<file path="src/rtl/alu_multicycle.sv">
// Sequential ALU: registered single-cycle ops plus iterative MULU (shift-add) and DIVU (restoring).
// Latency: 1 cycle for single-cycle ops and DIVU-by-zero; WORD_SIZE cycles for MULU/DIVU.
// Backpressure: start is accepted only while busy=0; starts seen while busy are dropped.
//
// Ports:
//   clk, reset        rising-edge clock, synchronous active-high reset
//   start, alu_ctr    request and 4-bit op select, sampled at accept
//   R2, R3            operand A / operand B, sampled at accept
//   alu_out, hi_out   registered result low word / high word (remainder for DIVU)
//   zero, div_zero    alu_out==0 flag, last op was DIVU by zero
//   busy, done        iterative op in flight, one-cycle completion pulse
module alu_multicycle #(
  parameter int WORD_SIZE = 32
) (
  input  logic                 clk,
  input  logic                 reset,
  input  logic                 start,
  input  logic [3:0]           alu_ctr,
  input  logic [WORD_SIZE-1:0] R2,
  input  logic [WORD_SIZE-1:0] R3,
  output logic [WORD_SIZE-1:0] alu_out,
  output logic [WORD_SIZE-1:0] hi_out,
  output logic                 zero,
  output logic                 div_zero,
  output logic                 busy,
  output logic                 done
);

  localparam int W   = WORD_SIZE;
  localparam int SHW = $clog2(W);
  localparam int CW  = $clog2(W) + 1;
  localparam logic [CW-1:0] CNT_ONE  = CW'(1);
  localparam logic [CW-1:0] CNT_FULL = CW'(W);

  localparam logic [3:0] OP_AND  = 4'b0000;
  localparam logic [3:0] OP_ADD  = 4'b0001;
  localparam logic [3:0] OP_SUB  = 4'b0010;
  localparam logic [3:0] OP_XOR  = 4'b0011;
  localparam logic [3:0] OP_NOR  = 4'b0100;
  localparam logic [3:0] OP_OR   = 4'b0101;
  localparam logic [3:0] OP_SLT  = 4'b0110;
  localparam logic [3:0] OP_SLTU = 4'b0111;
  localparam logic [3:0] OP_SLL  = 4'b1000;
  localparam logic [3:0] OP_SRL  = 4'b1001;
  localparam logic [3:0] OP_SRA  = 4'b1010;
  localparam logic [3:0] OP_MULU = 4'b1100;
  localparam logic [3:0] OP_DIVU = 4'b1101;

  typedef enum logic [1:0] {
    IDLE = 2'd0,
    MUL  = 2'd1,
    DIV  = 2'd2
  } state_t;

  state_t         state_q, state_d;
  logic [CW-1:0]  count_q, count_d;

  // Multiply datapath: multiplicand widens as it shifts left into the 2W accumulator.
  logic [2*W-1:0] mcand_q, mcand_d;
  logic [W-1:0]   mplier_q, mplier_d;
  logic [2*W-1:0] acc_q, acc_d;

  // Divide datapath: dividend register doubles as the quotient shift register.
  logic [W-1:0]   dvd_q, dvd_d;
  logic [W-1:0]   rem_q, rem_d;
  logic [W-1:0]   divisor_q, divisor_d;

  logic [W-1:0]   alu_out_q, alu_out_d;
  logic [W-1:0]   hi_out_q, hi_out_d;
  logic           zero_q, zero_d;
  logic           div_zero_q, div_zero_d;
  logic           done_q, done_d;

  logic [W-1:0]   single_res;
  logic [SHW-1:0] shamt;
  logic [2*W-1:0] mul_acc_nxt;
  logic [W:0]     div_rem_sh;
  logic [W:0]     div_diff;
  logic           div_qbit;
  logic [W-1:0]   div_rem_nxt;
  logic [W-1:0]   div_dvd_nxt;

  assign shamt = R3[SHW-1:0];

  // Combinational result for every op that completes in the accept cycle.
  always_comb begin
    single_res = '0;
    case (alu_ctr)
      OP_AND:  single_res = R2 & R3;
      OP_ADD:  single_res = R2 + R3;
      OP_SUB:  single_res = R2 - R3;
      OP_XOR:  single_res = R2 ^ R3;
      OP_NOR:  single_res = ~(R2 | R3);
      OP_OR:   single_res = R2 | R3;
      OP_SLT:  single_res = {{(W-1){1'b0}}, ($signed(R2) < $signed(R3))};
      OP_SLTU: single_res = {{(W-1){1'b0}}, (R2 < R3)};
      OP_SLL:  single_res = R2 << shamt;
      OP_SRL:  single_res = R2 >> shamt;
      OP_SRA:  single_res = $unsigned($signed(R2) >>> shamt);
      default: single_res = '0;
    endcase
  end

  // One iteration of each iterative algorithm.
  always_comb begin
    mul_acc_nxt = mplier_q[0] ? (acc_q + mcand_q) : acc_q;

    // Shift {rem,dividend} left by one, then trial-subtract the divisor with one
    // guard bit; a clear MSB in the difference means no borrow.
    div_rem_sh  = {rem_q, dvd_q[W-1]};
    div_diff    = div_rem_sh - {1'b0, divisor_q};
    div_qbit    = ~div_diff[W];
    div_rem_nxt = div_qbit ? div_diff[W-1:0] : div_rem_sh[W-1:0];
    div_dvd_nxt = {dvd_q[W-2:0], div_qbit};
  end

  always_comb begin
    state_d    = state_q;
    count_d    = count_q;
    mcand_d    = mcand_q;
    mplier_d   = mplier_q;
    acc_d      = acc_q;
    dvd_d      = dvd_q;
    rem_d      = rem_q;
    divisor_d  = divisor_q;
    alu_out_d  = alu_out_q;
    hi_out_d   = hi_out_q;
    zero_d     = zero_q;
    div_zero_d = div_zero_q;
    done_d     = 1'b0;

    case (state_q)
      IDLE: begin
        if (start) begin
          case (alu_ctr)
            OP_MULU: begin
              mcand_d  = {{W{1'b0}}, R2};
              mplier_d = R3;
              acc_d    = '0;
              count_d  = CNT_FULL;
              state_d  = MUL;
            end
            OP_DIVU: begin
              if (R3 == '0) begin
                alu_out_d  = '1;
                hi_out_d   = R2;
                zero_d     = 1'b0;
                div_zero_d = 1'b1;
                done_d     = 1'b1;
              end else begin
                dvd_d     = R2;
                divisor_d = R3;
                rem_d     = '0;
                count_d   = CNT_FULL;
                state_d   = DIV;
              end
            end
            default: begin
              alu_out_d  = single_res;
              hi_out_d   = '0;
              zero_d     = (single_res == '0);
              div_zero_d = 1'b0;
              done_d     = 1'b1;
            end
          endcase
        end
      end

      MUL: begin
        acc_d    = mul_acc_nxt;
        mcand_d  = mcand_q << 1;
        mplier_d = mplier_q >> 1;
        count_d  = count_q - CNT_ONE;
        if (count_q == CNT_ONE) begin
          alu_out_d  = mul_acc_nxt[W-1:0];
          hi_out_d   = mul_acc_nxt[2*W-1:W];
          zero_d     = (mul_acc_nxt[W-1:0] == '0);
          div_zero_d = 1'b0;
          done_d     = 1'b1;
          state_d    = IDLE;
        end
      end

      DIV: begin
        rem_d   = div_rem_nxt;
        dvd_d   = div_dvd_nxt;
        count_d = count_q - CNT_ONE;
        if (count_q == CNT_ONE) begin
          alu_out_d  = div_dvd_nxt;
          hi_out_d   = div_rem_nxt;
          zero_d     = (div_dvd_nxt == '0);
          div_zero_d = 1'b0;
          done_d     = 1'b1;
          state_d    = IDLE;
        end
      end

      default: state_d = IDLE;
    endcase
  end

  always_ff @(posedge clk) begin
    if (reset) begin
      state_q    <= IDLE;
      count_q    <= '0;
      mcand_q    <= '0;
      mplier_q   <= '0;
      acc_q      <= '0;
      dvd_q      <= '0;
      rem_q      <= '0;
      divisor_q  <= '0;
      alu_out_q  <= '0;
      hi_out_q   <= '0;
      zero_q     <= 1'b0;
      div_zero_q <= 1'b0;
      done_q     <= 1'b0;
    end else begin
      state_q    <= state_d;
      count_q    <= count_d;
      mcand_q    <= mcand_d;
      mplier_q   <= mplier_d;
      acc_q      <= acc_d;
      dvd_q      <= dvd_d;
      rem_q      <= rem_d;
      divisor_q  <= divisor_d;
      alu_out_q  <= alu_out_d;
      hi_out_q   <= hi_out_d;
      zero_q     <= zero_d;
      div_zero_q <= div_zero_d;
      done_q     <= done_d;
    end
  end

  assign alu_out  = alu_out_q;
  assign hi_out   = hi_out_q;
  assign zero     = zero_q;
  assign div_zero = div_zero_q;
  assign done     = done_q;
  // Derived from the state register, so it drops on the same edge done rises.
  assign busy     = (state_q != IDLE);

endmodule

</file>
<file path="config.mk">
export PLATFORM = sky130hd
export DESIGN_NAME = alu_multicycle
export DESIGN_NICKNAME = d
export VERILOG_FILES = /design/src/rtl/alu_multicycle.sv
export SDC_FILE = /design/constraint.sdc
export NUM_CORES = 2
export LEC_CHECK = 0
export CORE_ASPECT_RATIO = 1.75
export CORE_MARGIN = 10
export CORE_UTILIZATION = 33
export DETAILED_ROUTE_END_ITERATION = 8
export SYNTH_ARGS = -nofsm -noshare
export SYNTH_HDL_FRONTEND = slang
export SYNTH_SLANG_ARGS = --single-unit
export TNS_END_PERCENT = 50
</file>
<file path="constraint.sdc">
create_clock -name clk -period 12.3 [get_ports clk]
set_input_delay 2.46 -clock clk [delete_from_list [all_inputs] [get_ports clk]]
set_output_delay 2.46 -clock clk [all_outputs]
set_load 0.1 [all_outputs]
</file>
==> impl_results.md <==
* # setup viols final at 0
* GPL Wtd Cong at 1.043
* # DRC at 0
* Post-synth top area share at 21.57%
* Pwr dens at 115.8 nW/um^2
* DRT Pass-1 Iters at 7
* CP delay by family, top: compound AO/OA/AOI/OAI gates
* Top routing layer in use: met5
* Routed len/inst at 28.82 um
* Clock transition at the registers of the reported paths at 0.06 ns
* Hold_sp: alu_out[12]$_SDFFE_PP0P_
* Chip width at 250.6 um
* Initial antenna violation count at 6
* Post-CTS setup buffers at 0
* Routed Wire Length at 151.9 mm
* Crit path capture type: flop
* Sequential share of the synthesized area at 21.57%
* Netlist cell types at 98
* Detail Route met3 WL at 11.29 mm
* CTS H-tree depth at 2
* Placed cells at 5202
* Syn Nets at 4392
* M1 wire length at between 50 and 60 mm
* CP startpoint kind: primary input
* Post_cts resized at 0
* Top Ports at 139
* First-pass GRT wire length at 219.8 mm
* Largest net degree at the start of global routing at 188
* Worst-path fanout max at 16
* TritonCTS clock tree: yes
* Fin crit share at between 60% and 70%
* Worst EP required at 12.84 ns
* Crit Path Class: primary input to flop
* GRT Resource Usage Total at 27.31%
* Starting Density at 33.11%
* CORE AREA at a little over 90000 sq um
* Most area-hungry cell type in the Yosys netlist: dfxtp_1
* CTS Buffer Depth at 3
* Vias at around 33000
* Hold buffers post-CTS at 0
* MaxCap Viol Count at 0
* Minimum clock period at ~7.5 ns
* Buf+Inv Stages, Crit Path at 1
* ANT nets after route at 0
* Hold path depth at 2
* Row count at 148
* CTS root buffer: clkbuf_16
* Max_slew headroom at approximately 2%
* Worst setup slack after placement at roughly 4.5 ns
* Skew-Pair Late Insertion Delay at 0.62 ns
* Asr flop ratio synth at 0%
* Worst-Margin Slew at 1.470 ns
* Peak supply drop at 0.08850 mV
* Worst Hold Class: flop to flop
* Worst path max stage delay at 1.06 ns
* Leakage at 12.51 nW
* Input/output buffers at 138
* Hold Fails Final Rpt at 0
* Clk sinks at 331
* Syn Area/Cell at 7.464 sq um
* Slowest-stage cell, CP: a211oi_1
* Synthesized flop and latch total at roughly 330
* Post-synth EDFFs at 0
* Max-slew violations at 0
* R2R cell count at 14
* Post-synthesis instance total at a little over 4000
* CTS Buf Count at 36
* Mapped cell area at 30720 sq um
* R2r setup slk at 7.57 ns
* Post-route setup slack at 4.787 ns
* Setup Skew at 0.04369 ns
* Worst Hold Path EP: alu_out[12]$_SDFFE_PP0P_
* Fillers at 9725
* DR iter-0 viols at approximately 2900
* RSZ-0062 raised after global routing: no
* Run status: completed
* Fmax at 133.1 MHz
* R2R Path End: hi_out[24]$_SDFFE_PP0P_
* Crit path DAT at 8.05 ns
* Final Net Count at 4316
* Finished Layout Cells at 5272
* Die area at 106200 sq um
* Worst r2r src: acc_q[0]$_SDFFE_PP0P_
* Setup TNS at 0 ns
* Leading post-synthesis cells by cell area: dfxtp_1, ha_1, a21oi_1
* Most common cell after layout, fill and taps aside: nand2_1
* DR vias/cell at 6.246
* Die Height at 423.6 um
* Worst-path cell chain: clkdlybuf4s50_1, mux2_2, mux2i_1, o21ai_0, o211ai_1, a2bb2oi_1, a2111oi_0, o41ai_1, a211oi_1, and4b_1, and4_1, nand3b_1, nand2_1
* Layout cells sized above 1 at between 8 and 9%
* Post-detail-place hpwl at ~110 mm
* Gr ovfl total at 0
* Yosys warns at 0
* Post-synth top flop: dfxtp_1
* DR WL met2 at 71.11 mm
* Vias in the first global route at 32090
* Most frequent cells in the layout: nand2_1, a21oi_1, nor2_1, dfxtp_1, ha_1
* Layout area overhead at 11.56%
-- cell type report --
cell class                 count  area (sq um)  area share (%)
multi-input combinational   3273         22220           64.83
sequential                   331          6628           19.34
timing repair buffer         229          2052           5.987
tap                         1200          1501           4.381
clock buffer                  40         945.9           2.760
inverter                     169         634.4           1.851
clock inverter                26         281.5          0.8214
antenna                        4         10.01         0.02920
-- how the worst max path moves through the flow --
stage	endpoint	slack (ns)	from	cells after the start
2_1_floorplan	zero$_SDFFE_PP0P_	5.64	R3[3]	19
3_3_place_gp	zero$_SDFFE_PP0P_	4.54	R3[1]	15
3_5_place_dp	zero$_SDFFE_PP0P_	4.53	R3[1]	15
4_1_cts	zero$_SDFFE_PP0P_	5.12	R3[1]	15
5_1_grt	zero$_SDFFE_PP0P_	4.84	R3[1]	14
6_report	zero$_SDFFE_PP0P_	4.79	R2[1]	13
-- through the flow --
step	hold slack (ns)	power, mW	instance area (sq um)	utilization (%)
floorplan	0.4363	2.218	30720	-
global placement	0.4433	2.757	33030	35.60
finish	0.4580	3.970	34270	36.94
CTS	0.4522	3.946	34260	36.93
global route	0.4700	4.100	34270	36.94
detailed placement	0.4436	2.756	33030	35.60
-- routing by layer --
layer,GRT usage [%],up-vias
met5,0,-
met4,22.17,8
met3,5.090,561
met2,45.75,1618
met1,29.72,15760
li1,-,14990
-- worst register-to-register path, stage by stage (launching register included) --
cell and delay [ns]:
dfxtp_1 0.44, ha_1 0.29, fa_1 0.43, a211oi_1 0.28, o21bai_1 0.19, and3b_1 0.26
o2111a_1 0.33, o32ai_1 0.82, o31a_1 0.34, a21oi_1 0.15, o211ai_1 0.23, a21oi_1 0.12
xnor2_1 0.16, o221a_2 0.25, a2111oi_0 0.31
-- cells by family after synthesis --
group / synth area share, %
simple gates: 20.60
buf+inv: 6.610
fa+ha+maj: 8.447
mux: 11.29
xor+xnor: 2.623
compound gates: 28.85
flops: 21.57
-- flip-flops by register name, summed over array words and instances, names as in the netlist, 32 cells and up --
name and flops:
divisor_q 32, dvd_q 32, rem_q 32, alu_out 32, mcand_q 64, mplier_q 32
acc_q 64, hi_out 32
-- cell usage after synthesis, types with 38 or more instances --
cell type,number
nand2b_1,39
mux4_2,70
o21ai_0,159
a21oi_1,452
a22oi_1,48
inv_1,168
mux2_2,51
dfxtp_1,331
clkbuf_1,281
nor2_1,436
a21o_1,54
o211ai_1,40
a221oi_1,38
ha_1,201
xnor2_1,55
nand2_1,497
a211oi_1,110
a311oi_1,40
mux2i_1,128
nor3_1,69
nand3_1,109
-- power breakdown --
group          switching, mW  leakage [nW]  internal (mW)
Combinational           1.14          9.24          0.453
Sequential            0.0611          2.68           1.13
Clock                  0.554         0.594          0.636
Total                   1.75          12.5           2.22
No activity file was read; power rests on OpenSTA's default activity.
